[src/rtl/regfile_write_arbiter.sv]
// Round-robin arbiter sharing the register-file write port among NUM_REQ requesters.
// Optional stats counter enabled by defining REGWR_ARB_STATS_EN.
module regfile_write_arbiter #(
   parameter int NUM_REQ = 2,
   parameter int ADDR_W  = 5,
   parameter int DATA_W  = 64
) (
   input  logic                        clk,
   input  logic                        reset,
   input  logic                        stall,
   input  logic [NUM_REQ-1:0]          req_valid,
   input  logic [NUM_REQ*ADDR_W-1:0]   req_addr,
   input  logic [NUM_REQ*DATA_W-1:0]   req_data,
   output logic [NUM_REQ-1:0]          req_ready,
`ifdef REGWR_ARB_STATS_EN
   output logic [15:0]                 conflict_cnt,
`endif
   output logic [ADDR_W-1:0]           wr_reg,
   output logic                        reg_write,
   output logic [DATA_W-1:0]           wr_data,
   output logic [$clog2(NUM_REQ)-1:0]  rr_ptr
);

   localparam int          PTR_W = $clog2(NUM_REQ);
   localparam int unsigned NR    = NUM_REQ;

   logic [PTR_W-1:0]   rr_ptr_q, rr_ptr_d;
   logic [ADDR_W-1:0]  wr_reg_q, wr_reg_d;
   logic [DATA_W-1:0]  wr_data_q, wr_data_d;
   logic               reg_write_q, reg_write_d;

   logic [NUM_REQ-1:0] grant;
   logic               found;
   logic [PTR_W-1:0]   gidx;
   logic [PTR_W-1:0]   cand;
   logic [ADDR_W-1:0]  addr_sel;
   logic [DATA_W-1:0]  data_sel;

   // Search from rr_ptr upward with wrap; first valid requester wins.
   always_comb begin
      grant = '0;
      found = 1'b0;
      gidx  = '0;
      cand  = '0;
      if (!reset && !stall) begin
         for (int unsigned i = 0; i < NR; i++) begin
            cand = PTR_W'((32'(rr_ptr_q) + i) % NR);
            if (!found && req_valid[cand]) begin
               found       = 1'b1;
               grant[cand] = 1'b1;
               gidx        = cand;
            end
         end
      end
   end

   always_comb begin
      addr_sel = '0;
      data_sel = '0;
      for (int unsigned j = 0; j < NR; j++) begin
         if (32'(gidx) == j) begin
            addr_sel = req_addr[j*ADDR_W +: ADDR_W];
            data_sel = req_data[j*DATA_W +: DATA_W];
         end
      end
   end

   always_comb begin
      rr_ptr_d    = rr_ptr_q;
      wr_reg_d    = wr_reg_q;
      wr_data_d   = wr_data_q;
      reg_write_d = 1'b0;
      if (found) begin
         rr_ptr_d    = (gidx == PTR_W'(NR - 1)) ? '0 : gidx + 1'b1;
         wr_reg_d    = addr_sel;
         wr_data_d   = data_sel;
         // The all-ones address is the zero register: acked but never written.
         reg_write_d = (addr_sel != '1);
      end
   end

   always_ff @(posedge clk) begin
      if (reset) begin
         rr_ptr_q    <= '0;
         wr_reg_q    <= '0;
         wr_data_q   <= '0;
         reg_write_q <= 1'b0;
      end else begin
         rr_ptr_q    <= rr_ptr_d;
         wr_reg_q    <= wr_reg_d;
         wr_data_q   <= wr_data_d;
         reg_write_q <= reg_write_d;
      end
   end

`ifdef REGWR_ARB_STATS_EN
   logic [15:0] conflict_cnt_q, conflict_cnt_d;

   always_comb begin
      conflict_cnt_d = conflict_cnt_q;
      if (!stall && ($countones(req_valid) >= 2) && (conflict_cnt_q != '1))
         conflict_cnt_d = conflict_cnt_q + 16'd1;
   end

   always_ff @(posedge clk) begin
      if (reset) conflict_cnt_q <= '0;
      else       conflict_cnt_q <= conflict_cnt_d;
   end

   assign conflict_cnt = conflict_cnt_q;
`endif

   assign req_ready = grant;
   assign wr_reg    = wr_reg_q;
   assign wr_data   = wr_data_q;
   assign reg_write = reg_write_q;
   assign rr_ptr    = rr_ptr_q;

endmodule

[config.mk]
export PLATFORM = sky130hd
export DESIGN_NAME = regfile_write_arbiter
export DESIGN_NICKNAME = d
export VERILOG_FILES = /design/src/rtl/regfile_write_arbiter.sv
export SDC_FILE = /design/constraint.sdc
export NUM_CORES = 1
export LEC_CHECK = 0
export ABC_AREA = 0
export CAP_MARGIN = 20
export CORE_AREA = 2 2 100 102
export CTS_BUF_LIST = sky130_fd_sc_hd__clkbuf_2 sky130_fd_sc_hd__clkbuf_4 sky130_fd_sc_hd__clkbuf_8
export CTS_CLUSTER_DIAMETER = 30
export CTS_CLUSTER_SIZE = 40
export DETAILED_ROUTE_END_ITERATION = 8
export DIE_AREA = 0 0 102 104
export PLACE_DENSITY = 0.89
export SLEW_MARGIN = 0
export SYNTH_ARGS = -nofsm -noshare
export SYNTH_HDL_FRONTEND = slang
export SYNTH_SLANG_ARGS = --single-unit
[constraint.sdc]
create_clock -name clk -period 1.91 [get_ports clk]
set_input_delay 0.382 -clock clk [delete_from_list [all_inputs] [get_ports clk]]
set_output_delay 0.382 -clock clk [all_outputs]
set_load 0.02 [all_outputs]
==> key figures, run 1 <==
Run status
  – Status: completed

Timing
  – Unrepaired setup endpoints after global routing: true
  – Final worst-path cycle share: between 90% and 100%
  – Worst-Margin Slew: approximately 0.76 ns
  – Clk_skew: 0.00738 ns
  – Final hold viol count: 0
  – Min Tclk post-route: 1.91 ns
  – Final Max Slew Viols: 0
  – Highest clock rate: 524 MHz
  – Final setup margin: between 0.003 and 0.004 ns
  – Final setup vio count: 0
  – Slew Limit Headroom: 49.2%

Worst setup path
  – Crit start category: input pin
  – Max FO, Critical Path: 70
  – WS Path Type: in2reg
  – Critical path endpoint category: register
  – Endpoint required time on the critical path: between 2 and 2.5 ns
  – Worst endpoint data arrival time: about 2.1 ns

Drt
  – DR DRC count: 0
  – Via count: 4420
  – Post-DRT Antenna Nets: 0
  – Final WL: 13900 µm
  – Pre-antenna DRT Iters: 5
  – Vias per Instance: a little under 6
  – Per-cell routed wire length: 18.6 µm
  – Initial drt markers: 277

Cells and area
  – P&R area growth vs syn: 72.3%
  – Nets: 751
  – Register Area: approximately 1400 µm²
  – Max reg flops: between 60 and 70
  – # fillers: 851
  – Share of layout cells above drive strength 1: 7.67%
  – Multi-input logic area: 1850 µm²

Logic synthesis
  – Xor/xnor share of the synthesized area: 0%
  – Synth cell types: 19
  – Flops & latches, synth: 71
  – Synth top cells by count: a21oi_1 (71), dfxtp_1 (71), nand4_1 (71)
  – Post-synth top area cell: dfxtp_1
  – Main synth FF type: dfxtp_1
  – Ys async rst share: 0%
  – Post-synth EDFFs: 0
  – Post-Syn Area: 3530 µm²
  – Synth Area in Compound Gates: a little under two fifths
  – Largest cells by area after synthesis: dfxtp_1 (40%), a311oi_1 (17%), nand4_1 (13%)
  – Largest family of logic cells by synthesized area: compound AO/OA/AOI/OAI gates
  – Area fraction of the dominant cell type after synthesis: 40.3%
  – Post-synthesis mux area share: 0%
  – Synth warn: 0
  – Mapped Cells: 434
  – Post-synthesis adder-cell area fraction: 0%
  – Synth Area per Inst: 8.13 µm²
  – Sequential-to-total area share from yosys stat: about 40%
  – Synth Area in Simple Gates: 14.3%
  – Synthesized Nets: 577

Global routing
  – Initial antenna violation count: 1
  – Total global routing overflow: 0
  – First-pass GRT wire length: 21600 µm
  – Vias in the first global route: 4427
  – GRT Total Usage: approximately a quarter
  – Largest net degree at the start of global routing: approximately 100

Hold path
  – HP Class: reg2reg

Die
  – # rows: 36
  – Die Span X: 102 µm
  – Die Ht: 104 µm
  – Die ar.: 10600 µm²
  – IO Pins: between 200 and 250
  – Core Footprint: 9550 µm²
  – Starting Density: 36.9%

Flow run
  – Max-cap violation count: 0

Place
  – Global placer's final weighted congestion: around 0.75
  – HPWL Detailed: 9210 µm
  – Port bufs: around 220
  – Pre-CTS setup slack: -0.541 ns

Power and ir drop
  – Sw Ratio: 27.2%
  – Comb pwr share: 25.8%
  – Worst vdd ir: 380 µV
  – Leakage: 1.94 nW
  – Sequential power share: 37.9%
  – P per Cell Area: between 700 and 800 nW/µm²
  – Sw power: ~0.0012 W
  – Clock power frac: 36.3%
  – Internal power: 0.00313 W
  – Final Power: 0.00430 W

Clock network
  – TritonCTS buffer count: 9
  – CTS tree: yes
  – Clock Sinks: a little over 70
  – Max Root-Sink Buffers: 2
  – H-tree Lvls: 3
  – Worst skew pair latency: 0.33 ns
  – Post-CTS Hold Buffers: 0
  – Clk root buf: clkbuf_8
  – Reg clk slew, reported paths: 0.08 ns
## cell usage in the layout, fill, tap and decap left out, drive strengths merged, types with 2 or more instances in the layout
cell type | synthesis | layout
o21ai | 69 | 69
dfxtp | 71 | 71
clkdlybuf4s50 | 0 | 211
clkbuf | 59 | 12
a21oi | 71 | 71
a311oi | 69 | 69
nor2 | 2 | 2
nand4 | 71 | 71
buf | 12 | 23
inv | 1 | 2
bufinv | 0 | 3
## power by group through the flow
stage | Combinational [W] | Clock [W] | Sequential [W]
4_1_cts | 0.00111 | 0.00159 | 0.00163
2_1_floorplan | 0.000364 | 0 | 0.00178
6_report | 0.00111 | 0.00156 | 0.00163
3_3_place_gp | 0.00107 | 0 | 0.00166
5_1_grt | 0.00119 | 0.00165 | 0.00164
3_5_place_dp | 0.00110 | 0 | 0.00166
## per-stage QoR
stage | instances | setup TNS, ns | hold slack (ns) | instance area, µm² | util (%)
floorplan | 434 | 0 | 0.557 | 3530 | -
detailed placement | 730 | -22.59 | 0.511 | 5780 | 60.6
global route | 747 | -0.00474 | 0.535 | 6080 | 63.6
global placement | 730 | -17.46 | 0.503 | 5780 | 60.6
finish | 747 | 0 | 0.520 | 6080 | 63.6
CTS | 746 | 0 | 0.519 | 6060 | 63.5
## path summary, 6_finish.rpt
kind	startpoint	to	slack (ns)	cells after the start
setup reg to reg	rr_ptr$_SDFFE_PP0N_	wr_data[37]$_SDFFE_PP0N_	0.37	5
setup / recovery	stall	reg_write$_SDFF_PP0_	0.003	5
hold / removal	wr_reg[2]$_SDFFE_PP0N_	wr_reg[2]$_SDFFE_PP0N_	0.52	2
hold reg to reg	wr_reg[2]$_SDFFE_PP0N_	wr_reg[2]$_SDFFE_PP0N_	0.52	2
## per-layer routing
metal	GRT usage, %	vias to the layer above	wire, µm
met5	0	-	0
met4	8.48	0	265
met3	6.85	21	1150
met2	43.2	211	7010
met1	29.4	2093	5470
li1	-	2095	-
## what timing repair did
action / in CTS / in global routing
gates resized for setup: 12 / 5
buffers inserted: 0 / 0
setup endpoints to repair: 4 / 70
## area by class of cell
type,instances,share of cell area (%)
inverter,1,0.0618
tap,133,2.74
antenna,1,0.0412
timing repair buffer,234,39.0
sequential,71,23.4
clock inverter,4,1.63
clock buffer,12,2.72
multi-input combinational,291,30.4
## kinds of logic after synthesis
family | count (synthesis)
buffers and inverters | 72
and+or+nand+nor | 81
DFF | 71
AOI/OAI and AO/OA | 210
## worst max-delay path, cell delays in order
cell and delay (ns):
clkdlybuf4s50_1 0.42, or3b_4 0.41, buf_12 0.20, or4b_1 0.53, o311a_1 0.14
Note: power is estimated with default switching activity, not from simulation.
==> inputs of run 2 (changes only) <==
Settings changed: CAP_MARGIN 20 to unset, MAX_ROUTING_LAYER set to met4.
==> key figures, run 2 (same netlist as run 1, synthesis figures left out) <==
Place
  – Global placer's final weighted congestion: 0.756 (+1.3%)
  – Port bufs: 215 (unchanged)
  – Placed cell area: 5780 µm² (unchanged)
  – HPWL Detailed: 9210 µm (unchanged)

Drt
  – Initial drt markers: 212 (-23%)
  – DR DRC count: 0 (unchanged)
  – Via count: 4439 (+0.43%)
  – Per-cell routed wire length: 18.6 µm (about the same)
  – Post-DRT Antenna Nets: 0 (unchanged)
  – Final WL: 13900 µm (about the same)
  – Pre-antenna DRT Iters: 5 (unchanged)
  – Vias per Instance: 5.94 (+0.43%)

Die
  – Die Span X: 102 µm (unchanged)
  – Starting Density: 36.9% (unchanged)
  – Core Footprint: 9550 µm² (unchanged)
  – # rows: 36 (unchanged)
  – Die Ht: 104 µm (unchanged)
  – Die ar.: 10600 µm² (unchanged)
  – IO Pins: 216 (unchanged)

Worst setup path
  – Worst-path cell chain: clkdlybuf4s50_1, or3b_4, buf_12, or4b_1, o311a_1
  – Worst endpoint data arrival time: 2.12 ns (about the same)
  – R2R Setup Slk: 0.36 ns (about the same)
  – Crit start category: input pin
  – Worst Path Buf+Inv: 2 (unchanged)
  – WS Path Type: in2reg
  – Top Family by Delay on Critical Path: simple AND/OR/NAND/NOR gates
  – Endpoint required time on the critical path: 2.13 ns (about the same)
  – Critical path endpoint category: register
  – Crit path largest cell delay: 0.52 ns (about the same)
  – Max FO, Critical Path: 70 (unchanged)
  – Slowest-stage cell, CP: or4b_1

Cells and area
  – Most common cell after layout, fill and taps aside: clkdlybuf4s50_1
  – Nets: 751 (unchanged)
  – Share of layout cells above drive strength 1: 7.67% (unchanged)
  – # fillers: 851 (unchanged)
  – Most frequent cells in the layout: clkdlybuf4s50_1 (211), nand4_1 (71), dfxtp_1 (71)
  – P&R area growth vs syn: 72.3% (unchanged)
  – Final instance area: 6080 µm² (unchanged)
  – Max reg flops: 64 (unchanged)

Clock network
  – TritonCTS buffer count: 9 (unchanged)
  – Max Root-Sink Buffers: 2 (unchanged)
  – Post-CTS Hold Buffers: 0 (unchanged)
  – Worst skew pair latency: 0.33 ns (about the same)
  – Reg clk slew, reported paths: 0.08 ns (about the same)
  – H-tree Lvls: 3 (unchanged)
  – Number of setup buffers added after CTS: 0 (unchanged)
  – Clock Sinks: 71 (unchanged)
  – Clk root buf: clkbuf_8
  – CTS tree: yes

Run status
  – Status: completed

Power and ir drop
  – Leakage: 1.94 nW (unchanged)
  – Worst vdd ir: 382 µV (+0.33%)
  – P per Cell Area: 707 nW/µm² (about the same)

Timing
  – Final setup vio count: 0 (unchanged)
  – Worst-Margin Slew: 0.759 ns (-0.00314 ns)
  – Slew Limit Headroom: 49.4% (+0.21 points)
  – Min Tclk post-route: 1.89 ns (-0.0129 ns)
  – Unrepaired setup endpoints after global routing: true
  – Min Hold Slack: 0.519 ns (-0.00103 ns)
  – Highest clock rate: 528 MHz (+0.68%)
  – TNS Setup: 0 ns (unchanged)
  – Clk_skew: 0.00722 ns (-0.000161 ns)
  – Final Max Slew Viols: 0 (unchanged)
  – Final hold viol count: 0 (unchanged)
  – Final worst-path cycle share: 99.2% (-0.67 points)

Hold path
  – HP Class: reg2reg

Global routing
  – Vias in the first global route: 4425 (-0.045%)
  – Initial antenna violation count: 1 (unchanged)
  – GRT Total Usage: 25.7% (+0.70 points)
  – Largest net degree at the start of global routing: 104 (unchanged)
  – Total global routing overflow: 0 (unchanged)
  – First-pass GRT wire length: 21600 µm (unchanged)

Flow run
  – Max-cap violation count: 0 (unchanged)
==> run 2: cell counts in the layout (fill, tap and decap cells not counted) <==
Identical to the previous run, type by type.
==> run 2: layout make-up <==
type	instances	area [µm²]	share of cell area [%]
clock buffer	12	165	2.72
clock inverter	4	98.8	1.63
inverter	1	3.75	0.0618
sequential	71	1420	23.4
tap	133	166	2.74
antenna	1	2.50	0.0412
multi-input combinational	291	1850	30.4
timing repair buffer	234	2370	39.0
==> run 2: power by group <==
part	total (W)	switching [W]	internal, W
registers	0.00163	0.0000531	0.00158
clock network	0.00156	0.000577	0.000981
logic	0.00111	0.000536	0.000574
total	0.00430	0.00117	0.00313
==> run 2: final timing paths <==
path | from | depth (start not counted) | to
setup / recovery | stall | 5 | reg_write$_SDFF_PP0_
hold / removal | wr_reg[2]$_SDFFE_PP0N_ | 2 | wr_reg[2]$_SDFFE_PP0N_
setup reg to reg | rr_ptr$_SDFFE_PP0N_ | 5 | wr_data[47]$_SDFFE_PP0N_
hold reg to reg | wr_reg[2]$_SDFFE_PP0N_ | 2 | wr_reg[2]$_SDFFE_PP0N_
==> run 2: metal layers <==
| layer | vias up | track usage, % | wire length, µm |
|---|---|---|---|
| met5 | - | - | 0 |
| met1 | 2108 | 30.0 | 5560 |
| met3 | 23 | 6.18 | 1120 |
| met4 | 0 | 8.48 | 313 |
| li1 | 2091 | - | - |
| met2 | 217 | 43.0 | 6910 |
==> run 2: per-stage QoR <==
stage	instances	total power, W	utilization (%)	setup WS [ns]
3_3_place_gp	730	0.00273	60.6	-0.511
6_report	747	0.00430	63.6	0.0162
3_5_place_dp	730	0.00276	60.6	-0.541
4_1_cts	746	0.00433	63.5	0.00197
2_1_floorplan	434	0.00214	-	0.0843
5_1_grt	747	0.00448	63.6	-0.00372
==> run 2: worst register-to-register path: cells and delay by family, from the launching register on <==
kind	cells	cell delay, ns
AO/OA/AOI/OAI	2	0.43
flip-flops	1	0.38
AND/OR/NAND/NOR	1	0.17
buffers and inverters	2	0.48
==> run 2: timing repair <==
item | 4_1_cts | 5_1_grt
endpoints found under the setup margin | 4 | 70
gates resized for setup | 12 | 5
pin swaps | 0 | 0
==> inputs of run 3 (changes only) <==
Settings changed: CORE_AREA 2 2 100 102 to 5 5 103 105, DIE_AREA 0 0 102 104 to 0 0 108 110.
==> key figures, run 3 (same netlist as run 1, synthesis figures left out) <==
Place
  – HPWL Detailed: 9840 µm (+6.8%)
  – Global placer's final weighted congestion: 0.812 (+7.4%)
  – Placed cells: 730 (unchanged)
  – Pre-CTS setup slack: -0.594 ns (-0.0534 ns)
  – Port bufs: 215 (unchanged)

Clock network
  – CTS tree: yes
  – Clk root buf: clkbuf_8
  – TritonCTS buffer count: 9 (unchanged)
  – H-tree Lvls: 3 (unchanged)
  – Reg clk slew, reported paths: 0.07 ns (about the same)
  – Clock Sinks: 71 (unchanged)
  – Max Root-Sink Buffers: 2 (unchanged)
  – Post-CTS Hold Buffers: 0 (unchanged)
  – Worst skew pair latency: 0.33 ns (about the same)

Timing
  – Final setup vio count: 0 (unchanged)
  – Final setup margin: 0.0524 ns (+0.0362 ns)
  – Final Max Slew Viols: 0 (unchanged)
  – Worst-Margin Slew: 0.564 ns (-0.194 ns)
  – Highest clock rate: 538 MHz (+1.9%)
  – Final worst-path cycle share: 97.3% (-1.9 points)
  – Final hold viol count: 0 (unchanged)
  – Min Hold Slack: 0.517 ns (-0.00192 ns)
  – TNS Setup: 0 ns (unchanged)
  – Clk_skew: 0.00862 ns (+0.00140 ns)
  – Slew Limit Headroom: 62.4% (+13 points)
  – Min Tclk post-route: 1.86 ns (-0.0362 ns)
  – Unrepaired setup endpoints after global routing: false

Cells and area
  – Max reg flops: 64 (unchanged)
  – # fillers: 796 (-6.5%)
  – P&R area growth vs syn: 73.3%
  – Most frequent cells in the layout: clkdlybuf4s50_1 (209), nand4_1 (71), dfxtp_1 (71)
  – Share of layout cells above drive strength 1: 7.80% (+0.14 points)
  – Most common cell after layout, fill and taps aside: clkdlybuf4s50_1
  – Finished Layout Cells: 751 (+0.54%)
  – Nets: 753 (+0.27%)

Power and ir drop
  – Worst vdd ir: 437 µV (+14%)
  – Leakage: 1.98 nW (+2.1%)
  – P per Cell Area: 680 nW/µm² (-3.9%)
  – Final Power: 0.00416 W (-3.3%)

Global routing
  – Largest net degree at the start of global routing: 71 (-32%)
  – Initial antenna violation count: 2 (+1)
  – Vias in the first global route: 4434 (+0.20%)
  – First-pass GRT wire length: 22500 µm (+4.4%)
  – GRT Total Usage: 24.5% (-1.2 points)
  – Total global routing overflow: 0 (unchanged)

Hold path
  – HP Class: reg2reg
  – Worst Min Path Start: wr_data[61]$_SDFFE_PP0N_

Die
  – Die ar.: 11900 µm² (+12%)
  – IO Pins: 216 (unchanged)
  – Starting Density: 36.9% (unchanged)
  – Die Ht: 110 µm (+5.8%)
  – # rows: 36 (unchanged)
  – Core Footprint: 9550 µm² (unchanged)
  – Die Span X: 108 µm (+5.9%)

Worst setup path
  – Crit start category: input pin
  – Critical path endpoint category: output port
  – Start point of the critical path: req_valid[0]
  – Max FO, Critical Path: 4 (-94%)
  – Endpoint required time on the critical path: 1.53 ns (-0.60 ns)
  – WS Path Type: in2out
  – Worst endpoint data arrival time: 1.48 ns (-0.64 ns)
  – RR Startpoint: rr_ptr$_SDFFE_PP0N_

Drt
  – Vias per Instance: 6.01 (+1.1%)
  – Post-DRT Antenna Nets: 0 (unchanged)
  – Via count: 4513 (+1.7%)
  – Pre-antenna DRT Iters: 5 (unchanged)
  – Initial drt markers: 320 (+51%)
  – Per-cell routed wire length: 19.5 µm (+4.7%)
  – Final WL: 14600 µm (+5.2%)
  – DR DRC count: 0 (unchanged)

Run status
  – Status: completed

Flow run
  – Max-cap violation count: 0 (unchanged)
[run 3: metal layers]
metal,track usage [%],vias up,wire length [µm],part of all wire [%]
met1,28.8,2141,5750,39
met5,-,-,0,0
met4,9.47,0,412,2.8
li1,-,2100,-,-
met3,6.52,30,1270,8.7
met2,40.1,242,7190,49
[run 3: worst max-delay path: stages]
cell and delay, ns:
clkdlybuf4s50_1 0.54, nand2_1 0.08, a21oi_2 0.10, dlygate4sd2_1 0.36
[run 3: area by class of cell]
type / instances / area [µm²] / area share (%)
Multi-Input combinational cell: 291 / 1850 / 30.2
Tap cell: 133 / 166 / 2.72
Antenna cell: 3 / 7.51 / 0.123
Sequential cell: 71 / 1420 / 23.3
Timing Repair Buffer: 236 / 2430 / 39.8
Clock buffer: 12 / 159 / 2.60
Clock inverter: 4 / 76.3 / 1.25
Inverter: 1 / 3.75 / 0.0614
[run 3: timing repair]
action	CTS	global route
pin swaps	0	1
endpoints found under the setup margin	38	58
setup buffers	0	1
gates cloned	1	0
gates resized for setup	12	5
[run 3: final timing paths]
check                                                end  slack, ns  cells after the start
worst max-delay path                        req_ready[0]       0.05                      4
worst min register to register  wr_data[61]$_SDFFE_PP0N_       0.52                      2
worst max register to register  wr_data[45]$_SDFFE_PP0N_       0.38                      5
worst min-delay path            wr_data[61]$_SDFFE_PP0N_       0.52                      2
[run 3: power by group]
part / switching [W] / internal (W)
clock network: 0.000572 / 0.000828
logic: 0.000543 / 0.000584
registers: 0.0000524 / 0.00158
total: 0.00117 / 0.00299
[run 3: per-stage QoR]
stage / util [%] / cell area [µm²]
2_1_floorplan: - / 3530
3_3_place_gp: 60.7 / 5800
4_1_cts: 63.7 / 6080
5_1_grt: 64.0 / 6110
3_5_place_dp: 60.7 / 5800
6_report: 64.0 / 6110
